<file path="src/rtl/sipo_pkg.sv">
// Shared types for the serial-word collector.
// State and mode encodings used by control and datapath.
package sipo_pkg;

   typedef enum logic [1:0] {
      ST_IDLE    = 2'd0,
      ST_COLLECT = 2'd1,
      ST_HOLD    = 2'd2
   } state_t;

   typedef enum logic {
      MODE_SUM  = 1'b0,
      MODE_PACK = 1'b1
   } mode_t;

endpackage

</file>
<file path="src/rtl/sipo_accum_unit_if.sv">
// Word input and result handshake bundle.
// master drives stimulus, slave is the collector.
interface sipo_accum_unit_if #(
   parameter int DATA_W    = 16,
   parameter int NUM_WORDS = 8,
   parameter int ACC_W     = DATA_W + $clog2(NUM_WORDS)
);

   logic                        start;
   logic                        mode;
   logic                        in_valid;
   logic [DATA_W-1:0]           sdi;
   logic                        in_ready;
   logic                        out_valid;
   logic                        out_ready;
   logic [ACC_W-1:0]            out_sum;
   logic [DATA_W*NUM_WORDS-1:0] out_vec;
   logic                        busy;
   logic                        err;

   modport master (
      output start, mode, in_valid, sdi, out_ready,
      input  in_ready, out_valid, out_sum, out_vec, busy, err
   );

   modport slave (
      input  start, mode, in_valid, sdi, out_ready,
      output in_ready, out_valid, out_sum, out_vec, busy, err
   );

endinterface

</file>
<file path="src/rtl/sipo_accum_ctrl.sv">
// Frame FSM and word counter.
// Produces accept/clear/load strobes for the datapath.
module sipo_accum_ctrl
   import sipo_pkg::*;
#(
   parameter int NUM_WORDS = 8,
   parameter int CNT_W     = $clog2(NUM_WORDS)
) (
   input  logic             clk,
   input  logic             rst,
   input  logic             start_i,
   input  logic             in_valid_i,
   input  logic             out_ready_i,
   output logic             in_ready_o,
   output logic             accept_o,
   output logic             clear_o,
   output logic             load_o,
   output logic             err_o,
   output logic             busy_o,
   output logic             out_valid_o,
   output logic [CNT_W-1:0] cnt_o
);

   state_t           state_q, state_d;
   logic [CNT_W-1:0] cnt_q, cnt_d;
   logic             err_q, err_d;
   logic             last;

   // State, counter and error pulse registers
   always_ff @(posedge clk or negedge rst) begin
      if (!rst) begin
         state_q <= ST_IDLE;
         cnt_q   <= '0;
         err_q   <= 1'b0;
      end else begin
         state_q <= state_d;
         cnt_q   <= cnt_d;
         err_q   <= err_d;
      end
   end

   // Next state: start restarts a frame unless a result is stuck in HOLD
   always_comb begin
      state_d = state_q;
      unique case (state_q)
         ST_IDLE: begin
            if (start_i) state_d = ST_COLLECT;
         end
         ST_COLLECT: begin
            if (start_i)   state_d = ST_COLLECT;
            else if (last) state_d = ST_HOLD;
         end
         ST_HOLD: begin
            if (out_ready_i)
               state_d = start_i ? ST_COLLECT : ST_IDLE;
         end
         default: state_d = ST_IDLE;
      endcase
   end

   // Strobes, counter update and status decoded from state
   always_comb begin
      in_ready_o  = (state_q == ST_COLLECT);
      accept_o    = in_ready_o && in_valid_i && !start_i;
      last        = accept_o &&
                    (cnt_q == CNT_W'(NUM_WORDS - 1));
      clear_o     = start_i &&
                    ((state_q != ST_HOLD) || out_ready_i);
      load_o      = last;
      err_d       = start_i &&
                    ((state_q == ST_COLLECT) ||
                     ((state_q == ST_HOLD) && !out_ready_i));
      cnt_d       = cnt_q;
      if (clear_o || last) cnt_d = '0;
      else if (accept_o)   cnt_d = cnt_q + CNT_W'(1);
      busy_o      = (state_q != ST_IDLE);
      out_valid_o = (state_q == ST_HOLD);
      err_o       = err_q;
      cnt_o       = cnt_q;
   end

endmodule

</file>
<file path="src/rtl/sipo_accum_unit.sv">
// Serial-word collector: sums or packs a frame of words.
// Result is registered and held until the consumer takes it.
module sipo_accum_unit
   import sipo_pkg::*;
#(
   parameter int DATA_W    = 16,
   parameter int NUM_WORDS = 8,
   parameter int SIGNED    = 0,
   parameter int ACC_W     = DATA_W + $clog2(NUM_WORDS)
) (
   input logic               clk,
   input logic               rst,
   sipo_accum_unit_if.slave  bus
);

   localparam int CNT_W = $clog2(NUM_WORDS);
   localparam int VEC_W = DATA_W * NUM_WORDS;

   logic             accept, clear, load;
   logic [CNT_W-1:0] cnt;
   mode_t            mode_q;
   logic [ACC_W-1:0] acc_q, acc_d, sum_q, ext;
   logic [VEC_W-1:0] vec_q, vec_d, ovec_q;

   sipo_accum_ctrl #(
      .NUM_WORDS (NUM_WORDS),
      .CNT_W     (CNT_W)
   ) u_ctrl (
      .clk         (clk),
      .rst         (rst),
      .start_i     (bus.start),
      .in_valid_i  (bus.in_valid),
      .out_ready_i (bus.out_ready),
      .in_ready_o  (bus.in_ready),
      .accept_o    (accept),
      .clear_o     (clear),
      .load_o      (load),
      .err_o       (bus.err),
      .busy_o      (bus.busy),
      .out_valid_o (bus.out_valid),
      .cnt_o       (cnt)
   );

   // Candidate accumulator and pack values for the current word
   always_comb begin
      ext = ACC_W'(bus.sdi);
      if (SIGNED != 0) ext = ACC_W'($signed(bus.sdi));
      acc_d = acc_q + ext;
      vec_d = vec_q;
      vec_d[cnt*DATA_W +: DATA_W] = bus.sdi;
   end

   // Working registers and the held result
   always_ff @(posedge clk or negedge rst) begin
      if (!rst) begin
         mode_q <= MODE_SUM;
         acc_q  <= '0;
         vec_q  <= '0;
         sum_q  <= '0;
         ovec_q <= '0;
      end else begin
         if (clear) begin
            mode_q <= mode_t'(bus.mode);
            acc_q  <= '0;
            vec_q  <= '0;
         end else if (accept) begin
            if (mode_q == MODE_SUM) acc_q <= acc_d;
            else                    vec_q <= vec_d;
         end
         if (load) begin
            sum_q  <= (mode_q == MODE_SUM)  ? acc_d : '0;
            ovec_q <= (mode_q == MODE_PACK) ? vec_d : '0;
         end
      end
   end

   assign bus.out_sum = sum_q;
   assign bus.out_vec = ovec_q;

endmodule

</file>
<file path="src/flat_wrapper.sv">
// flat-port wrapper written by rule: the top's interface ports become plain ports
module sipo_accum_unit_flat import sipo_pkg::*;
#(
   parameter int DATA_W    = 16,
   parameter int NUM_WORDS = 8,
   parameter int SIGNED    = 0,
   parameter int ACC_W     = DATA_W + $clog2(NUM_WORDS)
)
  (clk, rst, bus_start, bus_mode, bus_in_valid, bus_sdi, bus_out_ready, bus_in_ready, bus_out_valid, bus_out_sum, bus_out_vec, bus_busy, bus_err);
  sipo_accum_unit_if #(.DATA_W(DATA_W), .NUM_WORDS(NUM_WORDS), .ACC_W(ACC_W)) bus_i ();
  input logic clk;
  input logic rst;
  input wire logic [$bits(bus_i.start)-1:0] bus_start;
  input wire logic [$bits(bus_i.mode)-1:0] bus_mode;
  input wire logic [$bits(bus_i.in_valid)-1:0] bus_in_valid;
  input wire logic [$bits(bus_i.sdi)-1:0] bus_sdi;
  input wire logic [$bits(bus_i.out_ready)-1:0] bus_out_ready;
  output wire logic [$bits(bus_i.in_ready)-1:0] bus_in_ready;
  output wire logic [$bits(bus_i.out_valid)-1:0] bus_out_valid;
  output wire logic [$bits(bus_i.out_sum)-1:0] bus_out_sum;
  output wire logic [$bits(bus_i.out_vec)-1:0] bus_out_vec;
  output wire logic [$bits(bus_i.busy)-1:0] bus_busy;
  output wire logic [$bits(bus_i.err)-1:0] bus_err;
  assign bus_i.start = bus_start;
  assign bus_i.mode = bus_mode;
  assign bus_i.in_valid = bus_in_valid;
  assign bus_i.sdi = bus_sdi;
  assign bus_i.out_ready = bus_out_ready;
  assign bus_in_ready = bus_i.in_ready;
  assign bus_out_valid = bus_i.out_valid;
  assign bus_out_sum = bus_i.out_sum;
  assign bus_out_vec = bus_i.out_vec;
  assign bus_busy = bus_i.busy;
  assign bus_err = bus_i.err;
  sipo_accum_unit #(.DATA_W(DATA_W), .NUM_WORDS(NUM_WORDS), .SIGNED(SIGNED), .ACC_W(ACC_W)) u_core (.clk(clk), .rst(rst), .bus(bus_i));
endmodule
</file>
<file path="config.mk">
export PLATFORM = sky130hd
export DESIGN_NAME = sipo_accum_unit_flat
export DESIGN_NICKNAME = d
export VERILOG_FILES = /design/src/rtl/sipo_pkg.sv /design/src/rtl/sipo_accum_unit_if.sv /design/src/rtl/sipo_accum_ctrl.sv /design/src/rtl/sipo_accum_unit.sv /design/src/flat_wrapper.sv
export SDC_FILE = /design/constraint.sdc
export NUM_CORES = 1
export LEC_CHECK = 0
export CORE_ASPECT_RATIO = 0.6
export CORE_MARGIN = 10
export CORE_UTILIZATION = 40
export DETAILED_ROUTE_END_ITERATION = 10
export DONT_BUFFER_PORTS = 1
export SYNTH_ARGS = -nofsm -noshare
export SYNTH_HDL_FRONTEND = slang
export SYNTH_HIERARCHICAL = 1
export SYNTH_SLANG_ARGS = --single-unit
</file>
<file path="constraint.sdc">
create_clock -name clk -period 4.76 [get_ports clk]
set_clock_uncertainty 0.15 [all_clocks]
set_input_delay 0.952 -clock clk [delete_from_list [all_inputs] [get_ports clk]]
set_output_delay 0.952 -clock clk [all_outputs]
set_load 0.02 [all_outputs]
</file>
==> run metrics, run 1 <==
status=finished clean; number of remaining DRC errors=0; maximum vdd drop=271 uV; largest net degree at the start of global routing=302; H-Tree Depth=1; Post-Route Setup TNS=0 ns; Netlist cell types=62; number of port buffers=0; Area contributors post-synth=dfrtp_1 (57%), o2bb2ai_1 (9.2%), mux2i_1 (5.3%); GR Util All Layers=18.8%; fmax=274 MHz; Post-CTS Setup Bufs=0; Final HPWL DP=25.3 mm; Reg2Reg Launch Point=u_core/u_ctrl/cnt_o[0]; top cell type's share of synthesized area=56.9%; Critical Path End Type=flip-flop; Post-Synth Adder-Cell Area=2.04%; unrepaired setup endpoints after global routing=false; Crit-path slowest cell=nor2_1; Non-Filler Instances=1591; CP required=5.10 ns; DR WL/cell=24.5 um; max_cap viols=0; Crit path arrival time=3.99 ns; Worst-path clk slew=0.07 ns; Tcrit/Tclk final=76.7%; CP top delay family=simple AND/OR/NAND/NOR gates; die extent in x=255 um; list of most frequent post-synthesis cells=dfrtp_1 (301), o2bb2ai_1 (139), nand2_1 (109), nor2_1 (92), clkbuf_1 (89); critical path depth in cells=8; vias per std cell=5.88; crit path capture=u_core/vec_q[7]; Main synth FF type=dfrtp_1; Mapped Nets=1236; WL final=39.0 mm; vias in the first global route=8905; CTS tree=built; Synth Area in Compound Gates=22.3%; Final Max Tran Viols=0; IO Count=173; Synth Area in XOR/XNOR=0.861%; Die Y=161 um; # diodes=0; Initial Util=40.6%; clk_lat worst skew=0.57 ns; Layout area overhead=10.0%; sequential fraction of the synthesis area=56.9%; pwr dens=361 nW/um2; hold_ws=0.169 ns; cts repair resizes=0; first-pass GRT wire length=59.8 mm; Yosys Warn Count=6; mux cell area share after synthesis=5.64%; Design Power=5.26 mW; Max clock buf depth=3; crit start category=flip-flop; crit path from=u_core/u_ctrl/cnt_o[0]; share of layout cells above drive strength 1=8.14%; number of flops mapped to enable cells by yosys=0; 1st-iter DRT viols=754; crit path kind=reg -> reg; worst r2r dst=u_core/vec_q[7]; die area=41000 um2; clock sinks=301; number of buffers created by CTS=30; crit-path max cell delay=0.96 ns; reg-to-reg slack, setup=1.11 ns; Async SR Flop Fraction=100%; Core ar.=32500 um2; actual slew at the worst max-slew pin=1.25 ns; Fin. Hold Viols=0; initial antenna violation count=1; Initial DRT Pass Iterations=5; clock root cell=clkbuf_16; leading area contributor after synthesis=dfrtp_1; Slew Limit Headroom=16.5%; via count=9360; leakage=6.56 nW; critical-path cell list=inv_1, ha_1, ha_1, nor2_1, nand4_1, buf_4, nor2_1, a22o_1; fin crit period=3.65 ns; Setup Viol. Count Final=0; CP Max Fanout=22; largest family of logic cells by synthesized area=compound AO/OA/AOI/OAI gates; most repeated cell in the gate-level netlist after synthesis=dfrtp_1; number of buffers and inverters on the critical path=2; Tightest Hold Check Type=in -> async; Synth Area in Simple Gates=8.98%; Mapped Cells=1193; grt total ovfl=0; row count=51; Post-DRT Antenna Nets=0; fin nets=1189; routability cong.=0.856; post-placement cell count=1536; Mapped Area=13200 um2; mean area per synthesized cell=11.1 um2; R2R depth=8; flops & latches, synth=301
layout by cell type, fill, tap and decap left out, types with 3 or more instances in the layout:
master     Yosys  layout
clkbuf_16      0      30
clkbuf_1      89       6
bufinv_16      0       3
dfrtp_1      301     301
o21a_1         3       3
mux2i_1       70      70
nand3b_1       8       8
inv_1         10       9
o2bb2ai_1    139     139
nor3_1         8       7
xnor2_1        9       9
ha_1          20      20
nand3_1       12      12
clkinv_2       0       9
o21ai_0       77      77
nor2_1        92      92
mux2_2         3       3
xor2_1         4       4
a21o_1         7       7
a211o_1        3       3
o211ai_1       3       3
a31oi_1        5       5
a21oi_1       76      76
nand2_1      109     108
buf_4          0      20
nand2b_1       6       6
a31o_2         4       4
nor2b_1       11      10
a22o_1        67      67
or2_2          5       5
and3_1         3       3
per-layer routing:
| metal | part of all wire (%) | global-route usage [%] |
|---|---|---|
| met5 | 0.028 | 0 |
| met4 | 1.8 | 3.64 |
| met3 | 7.6 | 4.42 |
| met2 | 42 | 26.2 |
| met1 | 48 | 28.7 |
logic make-up after synthesis:
logic type,Yosys count
AO/OA/AOI/OAI,405
XOR/XNOR,13
adder cells (fa/ha/maj),21
buffers and inverters,111
flip-flops,301
multiplexers,74
AND/OR/NAND/NOR,268
how the worst min path moves through the flow:
stage | depth (start not counted) | start | endpoint
after floorplan | 2 | u_core/vec_q[126] | u_core/vec_q[126]
after global placement | 2 | u_core/vec_q[61] | u_core/vec_q[61]
after detailed placement | 2 | u_core/vec_q[94] | u_core/vec_q[94]
final | 1 | rst | u_core/vec_q[57]
after global routing | 1 | rst | u_core/vec_q[60]
after CTS | 0 | rst | u_core/bus.out_vec[9]
registers in the layout, indices dropped and copies added (netlist names):
name / count
u_core/acc_q: 19
u_core/bus.out_vec: 128
u_core/u_ctrl/cnt_o: 3
u_core/mode_q: 1
u_core/u_ctrl/err_o: 1
u_core/vec_q: 128
u_core/u_ctrl/state_q: 2
u_core/bus.out_sum: 19
stage by stage:
stage,worst slack [ns],area (um2),utilization [%]
floorplan,1.51,13200,-
global placement,1.15,13500,41.6
detailed placement,1.13,13500,41.6
CTS,1.10,14500,44.6
global route,0.803,14600,44.7
finish,1.11,14600,44.7
cell type report:
class                      count  area (um2)
fill                        3008       18000
sequential                   301        7530
multi-input combinational    781        5280
clock buffer                  37         787
tap                          424         531
timing repair buffer          22         205
clock inverter                16         176
inverter                      10        40.0
report_power, final:
group	internal, mW	switching, mW
Clock	1.34	1.02
Sequential	2.57	0.0160
Combinational	0.0927	0.216
Total	4.00	1.25
No activity file was read; power rests on OpenSTA's default activity.
==> inputs of run 2 (changes only) <==
Clock period 4.76 ns to 3.7 ns, I/O delays scaled along.
==> run 2 against run 1 <==
Core utilization increased by 0.29 points. Critical path type unchanged. Clock power is 34% higher. Register-to-register slack lost 0.38 ns. Largest power group unchanged. Via count rose by 1.3%. Largest cell class unchanged. Critical path depth stayed put. The flow now finishes with violations (hold timing).
==> run metrics, run 2 (synthesis gave the netlist of run 1 again) <==
# diodes=0 (unchanged); met3 routed WL=3.39 mm (+15%); Initial Util=40.6% (unchanged); Tightest Hold Check Type=in -> async; area of the multi-input gates=5280 um2 (unchanged); Design Power=6.84 mW (+30%); most frequent cells in the layout=dfrtp_1 (301), o2bb2ai_1 (139), nand2_1 (108); clk_lat worst skew=0.56 ns (about the same); actual slew at the worst max-slew pin=0.796 ns (-0.452 ns); row count=51 (unchanged); H-Tree Depth=1 (unchanged); post-placement cell count=1546 (+0.65%); crit path kind=reg -> reg; wire length on met1=19.5 mm (+3.7%); Final HPWL DP=26.2 mm (+3.6%); GR Util All Layers=19.7% (+0.94 points); fmax=336 MHz (+23%); die area=41000 um2 (unchanged); DR WL/cell=25.5 um (+3.9%); metal2 WL=16.9 mm (+2.3%); initial antenna violation count=1 (unchanged); CP required=3.99 ns (-1.11 ns); status=finished, violations left; Initial DRT Pass Iterations=5 (unchanged); die extent in x=255 um (unchanged); routability cong.=0.819 (-4.3%); Tcrit/Tclk final=80.4% (+3.7 points); IO Count=173 (unchanged); pwr dens=467 nW/um2 (+29%); Setup Viol. Count Final=0 (unchanged); hold_ws=-0.261 ns (-0.430 ns); fin crit period=2.97 ns (-0.678 ns); Max clock buf depth=3 (unchanged); Core ar.=32500 um2 (unchanged); crit start category=flip-flop; cts repair resizes=0 (unchanged); Place WS=0.364 ns (-0.771 ns); Die Y=161 um (unchanged); WL final=40.8 mm (+4.5%); Gate power share=5.2% (-0.7 points); clock sinks=301 (unchanged); Post-Route Setup TNS=0 ns (unchanged); Internal Power=5.24 mW (+31%); Crit path arrival time=3.27 ns (-0.72 ns); max_cap viols=0 (unchanged); fillers=3016 (+0.27%); number of buffers created by CTS=30 (unchanged); Flop pwr share=48.6% (-0.6 points); Worst-path clk slew=0.06 ns (about the same); vias in the first global route=9264 (+4.0%); Final WS setup=0.725 ns (-0.382 ns); largest net degree at the start of global routing=302 (unchanged); CP Max Fanout=5 (-77%); Fin. Hold Viols=301 (+301); uppermost layer routed=met5; Post-CTS Setup Bufs=0 (unchanged); Non-Filler Instances=1601 (+0.63%); Post-DRT Antenna Nets=0 (unchanged); Slew Limit Headroom=46.9% (+30 points); grt total ovfl=0 (unchanged); 1st-iter DRT viols=887 (+18%); leakage=6.61 nW (+0.68%); unrepaired setup endpoints after global routing=false; maximum vdd drop=316 uV (+17%); Storage cell area=7530 um2 (unchanged); fin nets=1197 (+0.67%); number of remaining DRC errors=0 (unchanged); Final Max Tran Viols=0 (unchanged); vias per std cell=5.92 (+0.67%); first-pass GRT wire length=62.4 mm (+4.3%); Critical Path End Type=flip-flop; sw frac=23.3% (-0.53 points); Layout area overhead=10.8%; CTS tree=built; share of layout cells above drive strength 1=9.01% (+0.87 points); clock root cell=clkbuf_16; failing checks=hold timing; number of port buffers=0 (unchanged); via count=9482 (+1.3%); most common cell after layout, fill and taps aside=dfrtp_1; Net Sw Power=1.60 mW (+27%); Clk pwr share=46.2% (+1.3 points)
==> run 2: cell count changes in the layout (fill, tap and decap cells not counted), sizes merged <==
cell,previous run,this run
buf,22,30
clkbuf,37,43
clkinv,11,6
clkinvlp,1,4
bufinv,3,2
inv,11,10
==> run 2: per-layer routing <==
| layer | GRT usage [%] | vias up |
|---|---|---|
| li1 | - | 4259 |
| met1 | 30.1 | 4824 |
| met2 | 27.0 | 338 |
| met3 | 4.96 | 59 |
| met4 | 4.61 | 2 |
| met5 | 0 | - |
==> run 2: power groups by stage <==
stage                     clock (mW)  sequential [mW]  combinational (mW)
after floorplan                    0             3.38               0.262
after global placement             0             3.38               0.343
after detailed placement           0             3.38               0.347
after CTS                       3.25             3.32               0.348
after global routing            3.40             3.32               0.383
final                           3.16             3.32               0.353
==> run 2: metrics by stage <==
step                      util [%]  area, um2
after CTS                     45.0      14600
final                         45.0      14600
after global placement        41.9      13600
after global routing          45.0      14600
after detailed placement      41.9      13600
after floorplan                  -      13200
==> run 2: worst paths after layout <==
| path | startpoint | to | slack [ns] | depth (start not counted) |
|---|---|---|---|---|
| hold reg to reg | u_core/vec_q[51] | u_core/vec_q[51] | 0.33 | 2 |
| setup / recovery | u_core/acc_q[0] | u_core/acc_q[18] | 0.73 | 8 |
| hold / removal | rst | u_core/bus.out_vec[76] | -0.26 | 0 |
| max in group asynchronous | rst | u_core/bus.out_vec[27] | 3.01 | 0 |
| min in group clk | bus_sdi[6] | u_core/vec_q[102] | 0.16 | 1 |
| setup reg to reg | u_core/acc_q[0] | u_core/acc_q[18] | 0.73 | 8 |
==> run 2: layout make-up <==
type	count	area share [%]
Clock buffer	43	6.08
Timing Repair Buffer	30	1.62
Multi-Input combinational cell	781	36.1
Tap cell	424	3.62
Inverter	10	0.273
Sequential cell	301	51.4
Clock inverter	12	0.922
==> run 2: worst max-delay path: stages, from the launching register on <==
cell     delay, ns
dfrtp_1       0.38
ha_1          0.23
fa_1          0.42
a21o_2        0.25
a31o_2        0.28
a31oi_1       0.33
o21ai_1       0.29
nand4_1       0.18
mux2_2        0.34
==> inputs of run 3 (changes only) <==
Clock period 3.7 ns to 2.9 ns, I/O delays scaled along.
==> run 3 against run 2 <==
The flow still finishes with violations (hold timing). Critical path depth did not move. Register-to-register slack lost 0.57 ns. Via count increased by 3.0%. Power rose by 30%. Non-clock buffer count up 38. Largest power group unchanged. Highest routed layer is now met4.
==> run metrics, run 3 (synthesis gave the netlist of run 1 again) <==
maximum vdd drop=403 uV (+27%); row count=51 (unchanged); Worst-path clk slew=0.07 ns (about the same); hold_ws=-0.419 ns (-0.158 ns); grt total ovfl=0 (unchanged); Flop pwr share=47.8% (-0.8 points); failing checks=hold timing; Tightest Hold Check Type=in -> async; CTS tree=built; fin nets=1235 (+3.2%); Gate power share=5.9% (+0.7 points); Max clock buf depth=3 (unchanged); Place WS=-0.0356 ns (-0.399 ns); Initial DRT Pass Iterations=5 (unchanged); vias in the first global route=9276 (+0.13%); GR Util All Layers=20.8% (+1.1 points); first-pass GRT wire length=64.7 mm (+3.7%); reg-to-reg slack, setup=0.15 ns (-0.57 ns); die extent in x=255 um (unchanged); Crit path arrival time=3.05 ns (-0.22 ns); H-Tree Depth=1 (unchanged); Crit-path slowest cell=fa_1; Hold-fix buffers, CTS=20; Post-DRT Antenna Nets=0 (unchanged); Critical Path End Type=flip-flop; number of remaining DRC errors=0 (unchanged); Post-Route Setup TNS=0 ns (unchanged); # diodes=0 (unchanged); pwr dens=590 nW/um2 (+26%); Design Power=8.87 mW (+30%); IO Count=173 (unchanged); max_cap viols=0 (unchanged); clock sinks=301 (unchanged); Initial Util=40.6% (unchanged); fin crit period=2.75 ns (-0.228 ns); clk_lat worst skew=0.57 ns (about the same); vias per std cell=5.96 (+0.63%); DR WL/cell=26.4 um (+3.6%); crit path capture=u_core/acc_q[18]; leakage=6.81 nW (+3.1%); Reg2Reg Launch Point=u_core/acc_q[0]; CP Max Fanout=4 (-1); Tcrit/Tclk final=94.7% (+14 points); die area=41000 um2 (unchanged); Clk pwr share=46.3% (about the same); post-layout util=46.2% (+1.2 points); unrepaired setup endpoints after global routing=false; crit path from=u_core/acc_q[0]; Layout area overhead=13.7%; routability cong.=0.886 (+8.3%); R2R depth=8 (unchanged); Internal Power=6.82 mW (+30%); Slew Limit Headroom=14.4% (-33 points); sw frac=23.1% (-0.21 points); CP required=3.20 ns (-0.79 ns); crit-path max cell delay=0.40 ns (-0.02 ns); Die Y=161 um (unchanged); cts repair resizes=0 (unchanged); Fin. Hold Viols=301 (unchanged); share of layout cells above drive strength 1=10.1% (+1.1 points); Final HPWL DP=27.9 mm (+6.5%); crit path kind=reg -> reg; largest net degree at the start of global routing=302 (unchanged); worst r2r dst=u_core/acc_q[18]; most common cell after layout, fill and taps aside=dfrtp_1; number of buffers created by CTS=30 (unchanged); status=finished, violations left; clock root cell=clkbuf_16; Final WS setup=0.153 ns (-0.572 ns); actual slew at the worst max-slew pin=1.28 ns (+0.483 ns); Core ar.=32500 um2 (unchanged); via count=9762 (+3.0%); critical-path cell list=ha_1, fa_1, a21o_2, a31o_2, a31oi_1, o21ai_1, nand4_1, mux2_2; Net Sw Power=2.05 mW (+29%); fmax=364 MHz (+8.3%); 1st-iter DRT viols=961 (+8.3%); most frequent cells in the layout=dfrtp_1 (301), o2bb2ai_1 (139), nand2_1 (108); number of port buffers=0 (unchanged); crit start category=flip-flop; Final Max Tran Viols=0 (unchanged); Setup Viol. Count Final=0 (unchanged); WL final=43.2 mm (+6.0%); initial antenna violation count=0 (-1)
==> run 3: worst min path at each step <==
stage,startpoint,depth (start not counted),end,slack [ns]
6_report,rst,0,u_core/vec_q[39],-0.42
5_1_grt,rst,0,u_core/bus.out_vec[8],-0.46
4_1_cts,rst,0,u_core/bus.out_vec[8],-0.44
3_5_place_dp,rst,0,u_core/bus.out_vec[71],0.16
3_3_place_gp,rst,0,u_core/bus.out_vec[76],0.16
2_1_floorplan,rst,0,u_core/acc_q[0],0.13
==> run 3: worst max-delay path, delay by kind of cell, from the launching register on <==
family                     cells  cell delay [ns]
DFF                            1             0.38
adders and majority gates      2             0.61
and+or+nand+nor                1             0.15
muxes                          1             0.34
AOI/OAI and AO/OA              4             1.00
==> run 3: power groups by stage <==
stage	Clock, mW	Combinational (mW)	Sequential, mW
after floorplan	0	0.334	4.31
after global placement	0	0.465	4.31
after detailed placement	0	0.467	4.31
after CTS	4.20	0.513	4.24
after global routing	4.40	0.563	4.24
final	4.11	0.524	4.24
==> run 3: timing repair <==
action	4_1_cts	5_1_grt
endpoints found under the setup margin	0	0
setup buffers	0	0
endpoints found under the hold margin	363	301
==> run 3: cell type report <==
cell class,instances,area (um2)
fill,2958,17500
sequential,301,7530
inverter,10,40.0
multi-input combinational,781,5280
timing repair buffer,68,611
clock inverter,10,138
tap,424,531
clock buffer,44,905
==> run 3: metrics by stage <==
stage | instances | cell area [um2]
3_5_place_dp | 1564 | 13800
5_1_grt | 1638 | 15000
6_report | 1638 | 15000
3_3_place_gp | 1564 | 13800
4_1_cts | 1638 | 15000
2_1_floorplan | 1193 | 13200
==> run 3: per-layer routing <==
metal / vias up / part of all wire [%] / track usage [%]
met5: - / 0 / 0
met4: 0 / 2.4 / 4.96
met3: 56 / 9.8 / 6.22
met2: 399 / 41 / 28.1
met1: 4964 / 47 / 31.4
li1: 4343 / - / -
